### config.mk
export PLATFORM = sky130hd
export DESIGN_NAME = byteswap_stream
export DESIGN_NICKNAME = d
export VERILOG_FILES = /design/src/rtl/byteswap_stream.sv
export SDC_FILE = /design/constraint.sdc
export NUM_CORES = 2
export LEC_CHECK = 0
export ABC_CLOCK_PERIOD_IN_PS = 3150
export CAP_MARGIN = 20
export CORE_AREA = 2 2 416 418
export CTS_CLUSTER_SIZE = 28
export DETAILED_ROUTE_END_ITERATION = 6
export DIE_AREA = 0 0 418 420
export HOLD_SLACK_MARGIN = 0.06
export PLACE_DENSITY = 0.59
export SLEW_MARGIN = 40
export SYNTH_ARGS = -nofsm -noshare
export SYNTH_HDL_FRONTEND = slang
export SYNTH_SLANG_ARGS = --single-unit
### constraint.sdc
create_clock -name ap_clk -period 3.15 [get_ports ap_clk]
set_input_delay 0.315 -clock ap_clk [delete_from_list [all_inputs] [get_ports ap_clk]]
set_output_delay 0.315 -clock ap_clk [all_outputs]
set_load 0.05 [all_outputs]
### src/rtl/byteswap_stream.sv
// Streaming word-reorder engine: passthrough, byte swap, halfword swap or per-byte
// bit reverse on a valid/ready stream, one programmed-length transfer per ap_start.
module byteswap_stream #(
  parameter int C_DATA_WIDTH      = 512,
  parameter int C_WORD_BIT_WIDTH  = 32,
  parameter int C_BYTE_BIT_WIDTH  = 8,
  parameter int C_XFER_SIZE_WIDTH = 32
) (
  input  logic                         ap_clk,
  input  logic                         areset,
  input  logic                         ap_start,
  output logic                         ap_done,
  output logic                         ap_idle,
  input  logic [1:0]                   mode,
  input  logic [C_XFER_SIZE_WIDTH-1:0] xfer_beats,
  input  logic                         s_tvalid,
  output logic                         s_tready,
  input  logic [C_DATA_WIDTH-1:0]      s_tdata,
  output logic                         m_tvalid,
  input  logic                         m_tready,
  output logic [C_DATA_WIDTH-1:0]      m_tdata,
  output logic                         m_tlast
);

  localparam int WB = C_WORD_BIT_WIDTH;
  localparam int BB = C_BYTE_BIT_WIDTH;
  localparam int NW = C_DATA_WIDTH / C_WORD_BIT_WIDTH;
  localparam int NB = C_WORD_BIT_WIDTH / C_BYTE_BIT_WIDTH;
  localparam int NH = C_WORD_BIT_WIDTH / (2 * C_BYTE_BIT_WIDTH);

  typedef enum logic [1:0] {IDLE, RUN, DRAIN, DONE} state_t;

  state_t                       state_q, state_d;
  logic [1:0]                   mode_q;
  logic [C_XFER_SIZE_WIDTH-1:0] beats_q;
  logic [C_XFER_SIZE_WIDTH-1:0] in_cnt_q;
  logic [C_XFER_SIZE_WIDTH-1:0] out_cnt_q;
  logic                         ap_idle_q, ap_done_q;
  logic                         s1_valid_q, s2_valid_q;
  logic [C_DATA_WIDTH-1:0]      s1_data_q, s2_data_q;
  logic [C_DATA_WIDTH-1:0]      xform;
  logic                         s1_adv, s2_adv, in_hs, out_hs, start_ok;

  assign s2_adv   = !s2_valid_q || m_tready;
  assign s1_adv   = !s1_valid_q || s2_adv;
  assign s_tready = (state_q == RUN) && s1_adv;
  assign in_hs    = s_tvalid && s_tready;
  assign out_hs   = s2_valid_q && m_tready;
  assign start_ok = (state_q == IDLE) && ap_start;

  assign m_tvalid = s2_valid_q;
  assign m_tdata  = s2_data_q;
  // The stage-2 beat is beat number out_cnt_q+1 of the transfer.
  assign m_tlast  = s2_valid_q && ((out_cnt_q + C_XFER_SIZE_WIDTH'(1)) == beats_q);
  assign ap_idle  = ap_idle_q;
  assign ap_done  = ap_done_q;

  always_comb begin
    state_d = state_q;
    case (state_q)
      IDLE:    if (ap_start) state_d = (xfer_beats == '0) ? DONE : RUN;
      RUN:     if (in_hs && ((in_cnt_q + C_XFER_SIZE_WIDTH'(1)) == beats_q)) state_d = DRAIN;
      DRAIN:   if (out_hs && m_tlast) state_d = DONE;
      default: state_d = IDLE;
    endcase
  end

  always_ff @(posedge ap_clk) begin
    if (areset) begin
      state_q   <= IDLE;
      ap_idle_q <= 1'b1;
      ap_done_q <= 1'b0;
      mode_q    <= 2'd0;
      beats_q   <= '0;
      in_cnt_q  <= '0;
      out_cnt_q <= '0;
    end else begin
      state_q   <= state_d;
      ap_idle_q <= (state_d == IDLE);
      ap_done_q <= (state_d == DONE);
      if (start_ok) begin
        mode_q    <= mode;
        beats_q   <= xfer_beats;
        in_cnt_q  <= '0;
        out_cnt_q <= '0;
      end else begin
        if (in_hs)  in_cnt_q  <= in_cnt_q + C_XFER_SIZE_WIDTH'(1);
        if (out_hs) out_cnt_q <= out_cnt_q + C_XFER_SIZE_WIDTH'(1);
      end
    end
  end

  // Each word is reordered independently; word positions inside the beat never move.
  always_comb begin
    xform = s1_data_q;
    for (int w = 0; w < NW; w++) begin
      for (int j = 0; j < NB; j++) begin
        case (mode_q)
          2'd1: xform[w*WB + j*BB +: BB] = s1_data_q[w*WB + (NB-1-j)*BB +: BB];
          2'd2: xform[w*WB + j*BB +: BB] = s1_data_q[w*WB + ((NH-1-j/2)*2 + j%2)*BB +: BB];
          2'd3: begin
            for (int b = 0; b < BB; b++) begin
              xform[w*WB + j*BB + b] = s1_data_q[w*WB + j*BB + BB-1-b];
            end
          end
          default: ;
        endcase
      end
    end
  end

  always_ff @(posedge ap_clk) begin
    if (areset) begin
      s1_valid_q <= 1'b0;
      s2_valid_q <= 1'b0;
      s1_data_q  <= '0;
      s2_data_q  <= '0;
    end else begin
      if (s1_adv) begin
        s1_valid_q <= in_hs;
        if (in_hs) s1_data_q <= s_tdata;
      end
      if (s2_adv) begin
        s2_valid_q <= s1_valid_q;
        if (s1_valid_q) s2_data_q <= xform;
      end
    end
  end

endmodule

Yosys cells after proc, flatten, opt, wreduce, memory -nomap -nowiden
Index checks and enable logic that the tools add are counted.

cells by class
  $add $sub $neg = 2
  equal/unequal tests = 8
  mux-type cells = 69
  reductions and logical operators = 17

operator list
  cell                                            count
  case mux 8 bit (3 select lines)                 64
  adder 32 x 1 -> 32 bit (second input constant)  2
  == test 32 bit                                  2
  logical NOT 32 bit                              1
  == test 2 bit (second input constant)           4
  2-to-1 mux 2 bit                                4
  logical AND 1 bit                               7
  case mux 2 bit (3 select lines)                 1
  == test 2 x 1 -> 1 bit (second input constant)  2
  logical NOT 2 bit                               2
  AND reduction 2 bit                             2
  logical NOT 1 bit                               2
  logical OR 1 bit                                2
  OR reduction 2 bit                              1

word-level totals
  register bits = 1128
  input bits = 551
  output and inout bits = 517
  logic and storage cells = 107

Depth between registers and ports, before layout
  word-level depth = 9
  gate-level depth with buffers = 11
  mapped depth without buffers = 10

Worst setup path after synthesis
No wires, ideal clock.

  path kind = reg-to-output
  from = reg out_cnt_q[20]
  to = out m_tlast
  arrival time = 3.245 ns
  data required time = 2.835 ns
  setup slack = -0.410 ns
  stages on the path, launching flop included = 10
  buffers on the path = 2
  path through = dfxtp_1 -> clkbuf_1 -> nand4_1 -> or3_1 -> clkbuf_1 -> or3_1 -> nor3_1 -> xnor2_1 -> nand4_1 -> nor3_1

on the way
  cells in the longest elaborated chain, start to end = 3

RTL lines
  element                 RTL line  source
  from (decl)             37        logic [C_XFER_SIZE_WIDTH-1:0] out_cnt_q;
  from (signal assigned)  88        if (out_hs) out_cnt_q <= out_cnt_q + C_XFER_SIZE_WIDTH'(1);
  adder 32 x 1 -> 32 bit  54        assign m_tlast = s2_valid_q && ((out_cnt_q + C_XFER_SIZE_WIDTH'(1)) == beats_q);
  == test 32 bit          54
  logical AND 1 bit       54
  to (decl)               22        output logic m_tlast

No other way between the ends.

Worst setup path in the final report
  from = reg out_cnt_q[0]
  to = out m_tlast

The elaborated chain is that of the path after synthesis.

==> results.yml <==
floorplan:
  initial_core_util_pct: 30.9
  coreArea_sq_um: 171000
  die_y_um: 420
  chipWidth_um: 418
  num_rows: 152
  ios: 1068
  die_area_sq_um: 176000
timing:
  holdWs_ns: 0.125
  period_share_pct: 111
  finClkSkew_ns: 0.0429
  finalWorstPathRequiredPeriod_ns: 3.50
  setup_violations: 1
  tightest_slew_ns: 0.946
  setup_ws_ns: -0.350
  grt_setup_unrepaired: "yes"
  tns_ns: -0.350
  maxSlewHeadroom_pct: 36.9
  max_freq_ghz: 0.286
  drv_slew: 0
  finalHoldViolCount: 0
placement:
  dp.final_hpwl_um: 168000
  gp_congestion: 0.949
  port_buffers: 1067
  dp.cells: 8866
synthesis:
  yosys_warnings: 0
  synthCells: 5882
  syn_nets: 6435
  ys_types: 68
  ys_ff_latch: 1128
  avgSynthCellArea_sq_um: 8.99
  ys.flop_type: "dfxtp_1"
  synthArstFlopShare_pct: 0
  ys_seq_area_share_pct: 42.7
  syn_area_sq_um: 52900
  synth_edf_count: 0
power_and_ir_drop:
  p_leak_nw: 25.4
  ir_drop_mv: 0.506
  powerDensity_nw_per_um2: 497
cts:
  cts.clk_slew.worst_paths_ns: 0.06
  clkLatencyLatePin_ns: 0.81
  clock_sinks: 1128
  root_buffer: "clkbuf_16"
  h-tree-depth: 4
  cts_buffer_depth: 3
  numCtsBuffers: 133
  cts_tree: "done"
worst_setup_path:
  worst-setup-path-type: "reg2out"
  cp-startpoint: "out_cnt_q[0]"
  ff2ff_setup_slack_ns: 0.10
  r2r_start: "in_cnt_q[1]"
  cp.arrival_ns: 3.18
  worstSetupStartpointType: "flip-flop"
  cp-end-kind: "primary output"
  worstPathRequired_ns: 2.83
  critPathMaxFanout: 4
global_route:
  grt.overflow.total: 0
  antenna_found_initial: 37
  grt_max_degree: 157
  grt_usage_pct: 24.2
  grt_pass1_vias: 47820
  grt_pass1_wl_um: 320000
final_layout:
  fin_cells: 9436
  seq_area_sq_um: 22600
  nets: 7643
  area_growth_pct: 40.2
  multiInputGateArea_sq_um: 28500
  drive_gt1_share_pct: 13.7
  fillers: 16491
flow_run:
  drv_cap: 0
hold_path:
  hold_class: "in2reg"
  hold_start: "s_tdata[416]"
detailed_routing:
  via_per_inst: 5.30
  ant_nets: 0
  routedWlPerCell_um: 23.4
  dr_total_vias: 50028
  routed_wl_um: 221000
  drtPass1Iterations: 6
  drt_iter0_drc: 4343
  drc: 0
run_status:
  failed_checks: "setup timing"
  outcome: "finished, violations left"
## per-stage QoR
step	setup WS, ns	util [%]	power (mW)	instance area, sq um
CTS	-0.376	43.2	37.2	73900
detailed placement	-0.00893	38.9	21.6	66400
global placement	0.0124	38.9	21.6	66500
global route	-0.439	43.3	38.1	74100
finish	-0.350	43.3	36.8	74100
floorplan	0.109	-	19.1	52900
## layout by cell type, fill, tap and decap left out, types with 135 or more instances in the layout
master           Yosys  final
buf_4                1    152
nand2_1           1152   1151
nor2_1            1096   1096
clkdlybuf4s50_1      0   1049
dfxtp_1           1128   1109
mux4_2             512    512
dlygate4sd3_1        0    309
clkbuf_16            0    135
nor3_1             535    532
a21oi_1            578    578
## critical path: stages (launching register included)
cell     delay, ns
dfxtp_4       0.37
buf_6         0.10
and4_4        0.24
nand3_4       0.09
or3_4         0.39
buf_4         0.16
or2_2         0.29
a31oi_1       0.45
nor3_4        0.11
buf_12        0.17
## Yosys cell counts, types with 9 or more instances
cell         n  area share [%]
a21oi_1    578             5.5
and2_1      11            0.13
buf_1       82            0.58
buf_2        9           0.085
clkbuf_1   411             2.9
dfxtp_1   1128              43
mux4_2     512              22
nand2_1   1152             8.2
nand3_1     36            0.34
nand4_1     27            0.32
nor2_1    1096             7.8
nor3_1     535             5.1
nor4_1      14            0.17
o21ai_0     28            0.27
or3_1       25            0.30
xnor2_1     59            0.98
xor2_1      70             1.2
## power breakdown
part	leakage [nW]	internal [mW]	total [mW]	switching [mW]
Sequential	9.19	14.9	15.5	0.665
Clock	2.06	8.65	15.2	6.50
Combinational	14.1	2.72	6.16	3.44
## area by class of cell
class / instances / area share, %
Antenna cell: 21 / 0.0709
Multi-Input combinational cell: 4241 / 38.4
Clock buffer: 196 / 5.17
Tap cell: 2233 / 3.77
Timing Repair Buffer: 1578 / 21.4
Inverter: 8 / 0.0405
Clock inverter: 31 / 0.530
Sequential cell: 1128 / 30.6
## final timing paths
kind / end / cells past startpoint
max reg2reg: state_q[0] / 14
min reg2reg: in_cnt_q[1] / 2
max: m_tlast / 9
min: s1_data_q[416] / 3
## registers in the layout, indices dropped and copies added, names as in the netlist
name and cells:
out_cnt_q 32, in_cnt_q 32, ap_idle 1, beats_q 32
ap_done 1, state_q 2, m_tvalid 1, m_tdata 512
mode_q 2, s1_data_q 512, s1_valid_q 1
## kinds of logic after synthesis
logic type | after synthesis | synth area share (%)
multiplexers | 515 | 21.9
AND/OR/NAND/NOR | 2942 | 23.0
AO/OA/AOI/OAI | 653 | 6.50
XOR/XNOR | 129 | 2.14
flip-flops | 1128 | 42.7
adder cells (fa/ha/maj) | 2 | 0.0473
buffers and inverters | 513 | 3.68
## metal layers
metal	track usage (%)	part of all wire, %	up-vias	wire (um)
li1	-	-	22848	-
met1	30.2	39	24646	87300
met2	39.3	47	2074	104000
met3	4.92	7.1	436	15600
met4	13.4	6.2	24	13600
met5	0	0.075	-	165
## what timing repair did
item                                    in CTS  in global routing
hold buffers                               309                  0
resized for setup                           38                 19
endpoints found under the setup margin       1                  3
hold endpoints to repair                   320                  0
buffers inserted                             9                  5
cloned                                       0                  0
pin swaps                                   18                 13
No activity file was read; power rests on OpenSTA's default activity.
